File: config.mk
export PLATFORM = sky130hd
export DESIGN_NAME = cmd_frame_parser
export DESIGN_NICKNAME = d
export VERILOG_FILES = /design/src/rtl/cmd_pkg.sv /design/src/rtl/gap_timer.sv /design/src/rtl/cmd_frame_parser.sv
export SDC_FILE = /design/constraint.sdc
export NUM_CORES = 1
export LEC_CHECK = 0
export ABC_AREA = 1
export CAP_MARGIN = 40
export CORE_ASPECT_RATIO = 1.2
export CORE_MARGIN = 4
export CORE_UTILIZATION = 49
export DETAILED_ROUTE_END_ITERATION = 7
export GPL_TIMING_DRIVEN = 0
export PLACE_DENSITY_LB_ADDON = 0.05
export SYNTH_ARGS = -nofsm -noshare
export SYNTH_HDL_FRONTEND = slang
export SYNTH_SLANG_ARGS = --single-unit
File: constraint.sdc
create_clock -name clk -period 1.97 [get_ports clk]
set_input_delay 0.394 -clock clk [delete_from_list [all_inputs] [get_ports clk]]
set_output_delay 0.394 -clock clk [all_outputs]
set_load 0.05 [all_outputs]
File: src/rtl/cmd_pkg.sv
// rtl/cmd_pkg.sv - shared command-frame types and constants
package cmd_pkg;

    localparam logic [7:0] SYNC_BYTE_DEFAULT = 8'hA5;

    typedef enum logic [2:0] {
        ST_IDLE,
        ST_OP,
        ST_LEN,
        ST_DATA,
        ST_CSUM,
        ST_ISSUE
    } parse_state_t;

    typedef enum logic [1:0] {
        ERR_NONE    = 2'b00,
        ERR_LEN     = 2'b01,
        ERR_CSUM    = 2'b10,
        ERR_TIMEOUT = 2'b11
    } err_code_t;

endpackage

File: src/rtl/gap_timer.sv
// rtl/gap_timer.sv - inter-byte idle timer
module gap_timer #(
    parameter int TIMEOUT_CYCLES = 10_000
) (
    input  logic clk,
    input  logic rst,
    input  logic clear,
    input  logic enable,
    output logic expired
);

    localparam int CW = $clog2(TIMEOUT_CYCLES + 1);

    logic [CW-1:0] count;

    always_ff @(posedge clk or posedge rst) begin
        if (rst) begin
            count <= '0;
        end else if (clear || !enable) begin
            count <= '0;
        end else begin
            count <= count + CW'(1);
        end
    end

    // Asserted on the edge that would bring the idle count to TIMEOUT_CYCLES;
    // the owner gives a simultaneous byte priority over this.
    assign expired = enable && (count == CW'(TIMEOUT_CYCLES - 1));

endmodule

File: src/rtl/cmd_frame_parser.sv
// rtl/cmd_frame_parser.sv - SYNC/OP/LEN/DATA/CSUM frame parser with command issue
module cmd_frame_parser
    import cmd_pkg::*;
#(
    parameter int         MAX_LEN        = 16,
    parameter int         TIMEOUT_CYCLES = 10_000,
    parameter logic [7:0] SYNC_BYTE      = SYNC_BYTE_DEFAULT
) (
    input  logic                         clk,
    input  logic                         rst,
    input  logic [7:0]                   in_data,
    input  logic                         in_valid,
    output logic                         in_ready,
    output logic                         vec_we,
    output logic [$clog2(MAX_LEN)-1:0]   vec_addr,
    output logic [7:0]                   vec_wdata,
    output logic                         cmd_valid,
    input  logic                         cmd_ready,
    output logic [7:0]                   cmd_op,
    output logic [$clog2(MAX_LEN):0]     cmd_len,
    output logic                         err,
    output logic [1:0]                   err_code
);

    localparam int AW = $clog2(MAX_LEN);
    localparam int LW = AW + 1;

    parse_state_t  state, state_next;
    logic [LW-1:0] cnt;
    logic [7:0]    csum;
    logic          accept;
    logic          len_bad;
    logic          data_last;
    logic          tmr_enable;
    logic          tmr_expired;
    logic          err_set;
    err_code_t     err_next;

    assign accept     = in_valid && in_ready;
    assign len_bad    = (in_data == 8'd0) || (in_data > 8'(MAX_LEN));
    assign data_last  = (cnt + LW'(1)) == cmd_len;
    assign tmr_enable = state inside {ST_OP, ST_LEN, ST_DATA, ST_CSUM};

    gap_timer #(
        .TIMEOUT_CYCLES (TIMEOUT_CYCLES)
    ) u_gap_timer (
        .clk     (clk),
        .rst     (rst),
        .clear   (accept),
        .enable  (tmr_enable),
        .expired (tmr_expired)
    );

    always_ff @(posedge clk or posedge rst) begin
        if (rst) begin
            state <= ST_IDLE;
        end else begin
            state <= state_next;
        end
    end

    always_comb begin
        state_next = state;
        err_set    = 1'b0;
        err_next   = ERR_NONE;
        case (state)
            ST_IDLE: begin
                if (accept && (in_data == SYNC_BYTE)) begin
                    state_next = ST_OP;
                end
            end
            ST_OP: begin
                if (accept) begin
                    state_next = ST_LEN;
                end
            end
            ST_LEN: begin
                if (accept) begin
                    if (len_bad) begin
                        state_next = ST_IDLE;
                        err_set    = 1'b1;
                        err_next   = ERR_LEN;
                    end else begin
                        state_next = ST_DATA;
                    end
                end
            end
            ST_DATA: begin
                if (accept && data_last) begin
                    state_next = ST_CSUM;
                end
            end
            ST_CSUM: begin
                if (accept) begin
                    if (in_data == csum) begin
                        state_next = ST_ISSUE;
                    end else begin
                        state_next = ST_IDLE;
                        err_set    = 1'b1;
                        err_next   = ERR_CSUM;
                    end
                end
            end
            ST_ISSUE: begin
                if (cmd_ready) begin
                    state_next = ST_IDLE;
                end
            end
            default: state_next = ST_IDLE;
        endcase
        // A byte landing on the expiry edge keeps the frame alive.
        if (tmr_expired && !accept) begin
            state_next = ST_IDLE;
            err_set    = 1'b1;
            err_next   = ERR_TIMEOUT;
        end
    end

    always_ff @(posedge clk or posedge rst) begin
        if (rst) begin
            in_ready  <= 1'b1;
            cmd_valid <= 1'b0;
            vec_we    <= 1'b0;
            vec_addr  <= '0;
            vec_wdata <= '0;
            cmd_op    <= '0;
            cmd_len   <= '0;
            err       <= 1'b0;
            err_code  <= ERR_NONE;
            csum      <= '0;
            cnt       <= '0;
        end else begin
            // Handshake outputs are registered from the next state so they
            // line up with the state they describe.
            in_ready  <= (state_next != ST_ISSUE);
            cmd_valid <= (state_next == ST_ISSUE);
            vec_we    <= (state == ST_DATA) && accept;
            err       <= err_set;
            if (err_set) begin
                err_code <= err_next;
            end
            if (accept) begin
                case (state)
                    ST_OP: begin
                        cmd_op <= in_data;
                        csum   <= in_data;
                    end
                    ST_LEN: begin
                        if (!len_bad) begin
                            cmd_len <= in_data[LW-1:0];
                            csum    <= csum ^ in_data;
                            cnt     <= '0;
                        end
                    end
                    ST_DATA: begin
                        vec_addr  <= cnt[AW-1:0];
                        vec_wdata <= in_data;
                        csum      <= csum ^ in_data;
                        cnt       <= cnt + LW'(1);
                    end
                    default: ;
                endcase
            end
        end
    end

endmodule
After elaboration in Yosys (flattened, before gate mapping) --
Cells that the tools add are included.
Word-level totals: bits in registers 61, word-level logic and storage cells 77, output and inout port bits 31
Operators by class: bitwise gates (word level) 2, equal/unequal tests 12, magnitude comparators 1, reductions and logical operators 20, mux-type cells 27, add/subtract/negate cells 2
Operators by type and width (count):
- two-way mux 3 bit | 8
- one-hot mux 8 bit (3 select lines) | 1
- one-hot mux 3 bit (6 select lines) | 1
- adder 14 x 1 -> 14 bit (second input constant) | 1
- == test 14 bit (second input constant) | 1
- two-way mux 14 bit | 1
- one-hot mux 5 bit (2 select lines) | 1
- == test 3 bit (second input constant) | 3
- AND reduction 3 bit | 3
- == test 8 bit | 1
- == test 8 bit (second input constant) | 1
- > comparator 8 x 5 -> 1 bit (second input constant) | 1
- zero test 8 bit | 1
- two-way mux 2 bit | 4
- two-way mux 8 bit | 1
- XOR 8 bit | 1
- two-way mux 1 bit | 7
- == test 3 x 2 -> 1 bit (second input constant) | 2
- logical AND 1 bit | 6
- adder 5 x 1 -> 5 bit (second input constant) | 1
- == test 5 bit | 1
- two-way mux 5 bit | 1
- one-hot mux 2 bit (2 select lines) | 1
- AND reduction 2 bit | 2
- 11 further kinds | 13

Logic depth before layout (Yosys ltp) --
depth after elaboration 7, mapped depth 12

By module --
From an unflattened synthesis, not the netlist that was laid out.
Second synthesis, totals: cells, all modules 395, area total of the unflattened synthesis 3135.5 µm²
Modules (own cells, without submodules):
- cmd_frame_parser | cells an instance 286, area each 2306.0 µm², instances 1
- gap_timer | cells an instance 109, area each 829.5 µm², instances 1

Least setup slack after synthesis --
OpenSTA, ideal clock, no wires.
path kind register -> register, start point reg in_ready, end point reg state[1], library setup time 0.117 ns, stages on the path, launching flop included 10, data arrival time 1.547 ns, slack 0.306 ns, required time 1.853 ns, buffers on the path 0, clock period less this slack 1.664 ns, cell sequence dfstp_2 -> nand2_1 -> a21oi_1 -> nand3_1 -> nor2_1 -> nand3_1 -> nor2_1 -> nor2_1 -> nor2_1 -> nor2_1
Between the ends: cells in the longest elaborated chain, start to end 5, elaborated cells on any way between the ends 12
RTL lines:
- from (decl) | line cmd_frame_parser.sv:13 | output logic in_ready,
- from (signal assigned) | line cmd_frame_parser.sv:135 | in_ready <= (state_next != ST_ISSUE);
- logical AND 1 bit * | line cmd_frame_parser.sv:39 | assign accept = in_valid && in_ready;
- logical AND 1 bit (on tied branches) | line cmd_frame_parser.sv:89, cmd_frame_parser.sv:68
- two-way mux 3 bit (on tied branches) | line cmd_frame_parser.sv:89, cmd_frame_parser.sv:68
- one-hot mux 3 bit (6 select lines) | line cmd_frame_parser.sv:66 | case (state)
- two-way mux 3 bit * | line cmd_frame_parser.sv:112 | if (tmr_expired && !accept) begin
- via state_next[1] | line cmd_frame_parser.sv:28 | parse_state_t state, state_next;
- to (signal assigned) | line cmd_frame_parser.sv:58 | state <= state_next;
- to (decl) | line cmd_frame_parser.sv:28
The timed path passes the listed nets; every way through them passes the cells marked *. A chain may end at the register's enable or synchronous reset.

Worst setup path in the final report --
start point reg cmd_len[0], end point out cmd_len[0]
RTL lines:
- from (decl) | line cmd_frame_parser.sv:20 | output logic [$clog2(MAX_LEN):0] cmd_len,
- from (signal assigned) | line cmd_frame_parser.sv:150 | cmd_len <= in_data[LW-1:0];
No word-level cell between the ends.

==> out/summary.md <==
### Outcome
• finished, final reports clean — result of the run

### Routing
• 6.44 mm — total length of routed wires
• 4 — first-pass iteration count of the detailed router
• 0 — number of remaining DRC errors
• 0 — Post-DRT Antenna Nets
• 12.4 µm — WL/cell
• 130 — Iteration-0 DRC Markers
• 2555 — total via count after detailed routing
• 4.93 — vias per cell

### Critical path
• cmd_len[0]$_DFFE_PP0P_ — startpoint of the worst setup timing path
• 3 — CP max FO
• clkdlybuf4s50_1 — ordered cell list for the critical path
• 1580 ps — required time reported for the critical path endpoint
• 810 ps — highest cell delay on the worst timing path
• cnt[0]$_DFFE_PP0P_ — R2R Path Start
• 1510 ps — worst path arrival time
• reg2out — category of the most critical setup path
• sky130_fd_sc_hd__clkdlybuf4s50_1 — CP max-delay cell
• register — startpoint types
• 1 — Buf+Inv Stages, Crit Path
• buffers and inverters — cell type group with the largest total delay on the critical path
• output port — kind of end point of the critical path

### Die
• 6010 µm² — area of the core
• 0.504 — starting density of the core
• 31 — count of standard-cell rows
• 43 — number of placed I/O pins
• 79.8 µm — die width
• 94.1 µm — Die Ht
• 7510 µm² — die area

### Clock network
• 60 ps — clock transition time at the flip-flop clock pins of the worst setup and hold paths
• 2 — Clock Path Buffers
• sky130_fd_sc_hd__clkbuf_8 — buffer cell driving the clock tree root
• 9 — CTS buffer count
• 3 — CTS HTree Levels
• 1 — post-cts repair resize count
• built — TritonCTS clock tree
• 61 — CTS sink count
• 330 ps — Clock Latency Late Sink
• 0 — CTS Hold Buffers Added
• 0 — post-CTS setup repair buffer count

### Logic synthesis
• sky130_fd_sc_hd__dfrtp_1 (50%), sky130_fd_sc_hd__nand2_1 (14%), sky130_fd_sc_hd__o21ai_0 (6.1%), sky130_fd_sc_hd__inv_1 (5.3%), sky130_fd_sc_hd__nor2_1 (3.7%) — largest cells by area after synthesis
• 391 — Net Count, Synth
• 0.279 — share of synthesized cell area in and, or, nand and nor gates
• 0.495 — area fraction of the dominant cell type after synthesis
• 61 — number of register bits inferred by synthesis
• 3030 µm² — Synth Cell Area
• sky130_fd_sc_hd__dfrtp_1 — leading area contributor after synthesis
• 0.119 — post-synthesis compound-gate area fraction
• 0 — multiplexer fraction of the synthesized cell area
• 0 — Ys Warns
• simple AND/OR/NAND/NOR gates — main combinational cell family by area after synthesis
• 35 — library cells used by synthesis
• 0.00826 — share of synthesized cell area in full adder, half adder and majority cells
• 8.04 µm² — Avg Cell Area, Syn
• 0.00867 — post-synthesis share of cell area spent on xor and xnor gates
• 0.504 — sequential share of the synthesized area
• 377 — Synth Instances

### Pwr
• 4.07 mW — total power
• 1.81 nW — leakage dissipation
• 1070 nW/µm² — pwr dens
• 479 µV — IR drop worst, VDD

### Cells and area
• sky130_fd_sc_hd__nand2_1 (112), sky130_fd_sc_hd__dfrtp_1 (60), sky130_fd_sc_hd__inv_1 (42), sky130_fd_sc_hd__clkdlybuf4s50_1 (40), sky130_fd_sc_hd__o21ai_0 (37) — highest-count cells in the layout ignoring fill and taps
• 0.126 — share of cells above drive strength 1
• 25.4% — synthesis-to-layout area growth
• 0 — diode count
• 445 — final layout net count
• 538 — # fillers
• sky130_fd_sc_hd__nand2_1 — leading cell type in the layout, fill and taps excluded

### STA
• 0 — # setup viols final
• 5.88 ps — Fin Clk Skew
• 0 — number of hold violations in the final report
• 0.968 — post-route clock period utilization
• 668 ps — actual transition at the worst max-transition pin
• 0 — count of pins over their slew limit
• 0.554 — Slew Limit Headroom
• 480 ps — worst hold slack after final layout
• 525 MHz — Max Clock Freq
• no — unrepaired setup endpoints after global routing
• 1910 ps — minimum clock period after layout

### Global route
• 0.193 — global-route total usage across every layer
• 2582 — via count of the first global-routing pass
• 0 — overall overflow remaining after global route
• 11.3 mm — first-pass GRT wire length
• 0 — number of antenna violations at the first check in global routing
• 32 — largest net degree at the start of global routing

### Placed design
• 4.96 mm — DP Wirelength
• 0.834 — final weighted congestion in routability-driven placement
• 42 — PortBufs

### Worst hold path
• vec_wdata[4]$_DFFE_PP0P_ — start point of the worst hold path
• reg2reg — class of the tightest hold or removal check

### Job
• 0 — count of maximum capacitance violations

[flip-flops by register name (all words and copies together) (netlist names)]
signal and count:
vec_we 1, err 1, u_gap_timer.count 14, state 3
cmd_valid 1, cmd_len 5, csum 8, err_code 2
in_ready 1, cmd_op 8, vec_addr 4, vec_wdata 8
cnt 5
[layout make-up]
class,instances,area (µm²),area share
tap,82,103,0.0270
inverter,53,201,0.0530
clock buffer,12,155,0.0408
sequential,61,1530,0.402
timing repair buffer,43,442,0.116
clock inverter,4,70.1,0.0184
multi-input combinational,258,1260,0.331
buffer,5,42.5,0.0112
[metal layers]
layer | wire length (µm) | track usage
met4 | 89 | 0.0859
met2 | 3400 | 0.343
met3 | 258 | 0.0403
met1 | 2690 | 0.220
met5 | 0 | 0
[cells in the mapped netlist, drive strengths merged]
library cell  count
a41oi             1
nand4             5
dfrtp            60
nor2             41
a21oi            11
ha                2
clkbuf            1
nand2           115
xnor2             1
o21ai            43
a211oi            1
nand3b            1
dfstp             1
nand3            22
buf               4
a31o              1
nor3              6
xor2              2
inv              53
o22ai             4
o21a              1
o21bai            1
[cells by family (layout without fill, tap and decap cells)]
logic type                 Yosys count  in the layout
and+or+nand+nor                    190            190
AOI/OAI and AO/OA                   63             63
DFF                                 61             61
buffers and inverters               58            117
xor gates and xnor gates             3              3
adders and majority gates            2              2
[path summary, 6_finish.rpt]
check                                      endpoint  slack [ps]  cells after the start
setup / recovery                         cmd_len[0]          60                      1
hold / removal             vec_wdata[4]$_DFFE_PP0P_         480                      2
setup reg to reg                 state[1]$_DFF_PP0_         280                     10
hold reg to reg            vec_wdata[4]$_DFFE_PP0P_         480                      2
max in group asynchronous     cmd_op[3]$_DFFE_PP0P_         890                      3
min in group asynchronous       csum[6]$_DFFE_PP0P_         490                      2
[per-stage QoR]
step / TNS, ps / util / cells / setup slack, ps / cell area [µm²]
finish: 0 / 0.632 / 518 / 63.8 / 3800
global route: 0 / 0.632 / 518 / 6.07 / 3800
CTS: 0 / 0.632 / 518 / 13.2 / 3800
detailed placement: -1980 / 0.594 / 502 / -196 / 3570
global placement: -63080 / 0.591 / 501 / -1020 / 3550
floorplan: 0 / - / 377 / 64.6 / 3030
[power breakdown]
group | total, mW | switching, mW | leakage, nW | internal, mW
logic | 1.20 | 0.792 | 0.907 | 0.413
clock network | 1.23 | 0.456 | 0.116 | 0.778
registers | 1.64 | 0.147 | 0.787 | 1.49
total | 4.07 | 1.39 | 1.81 | 2.68
Note: power is estimated with default switching activity, not from simulation.
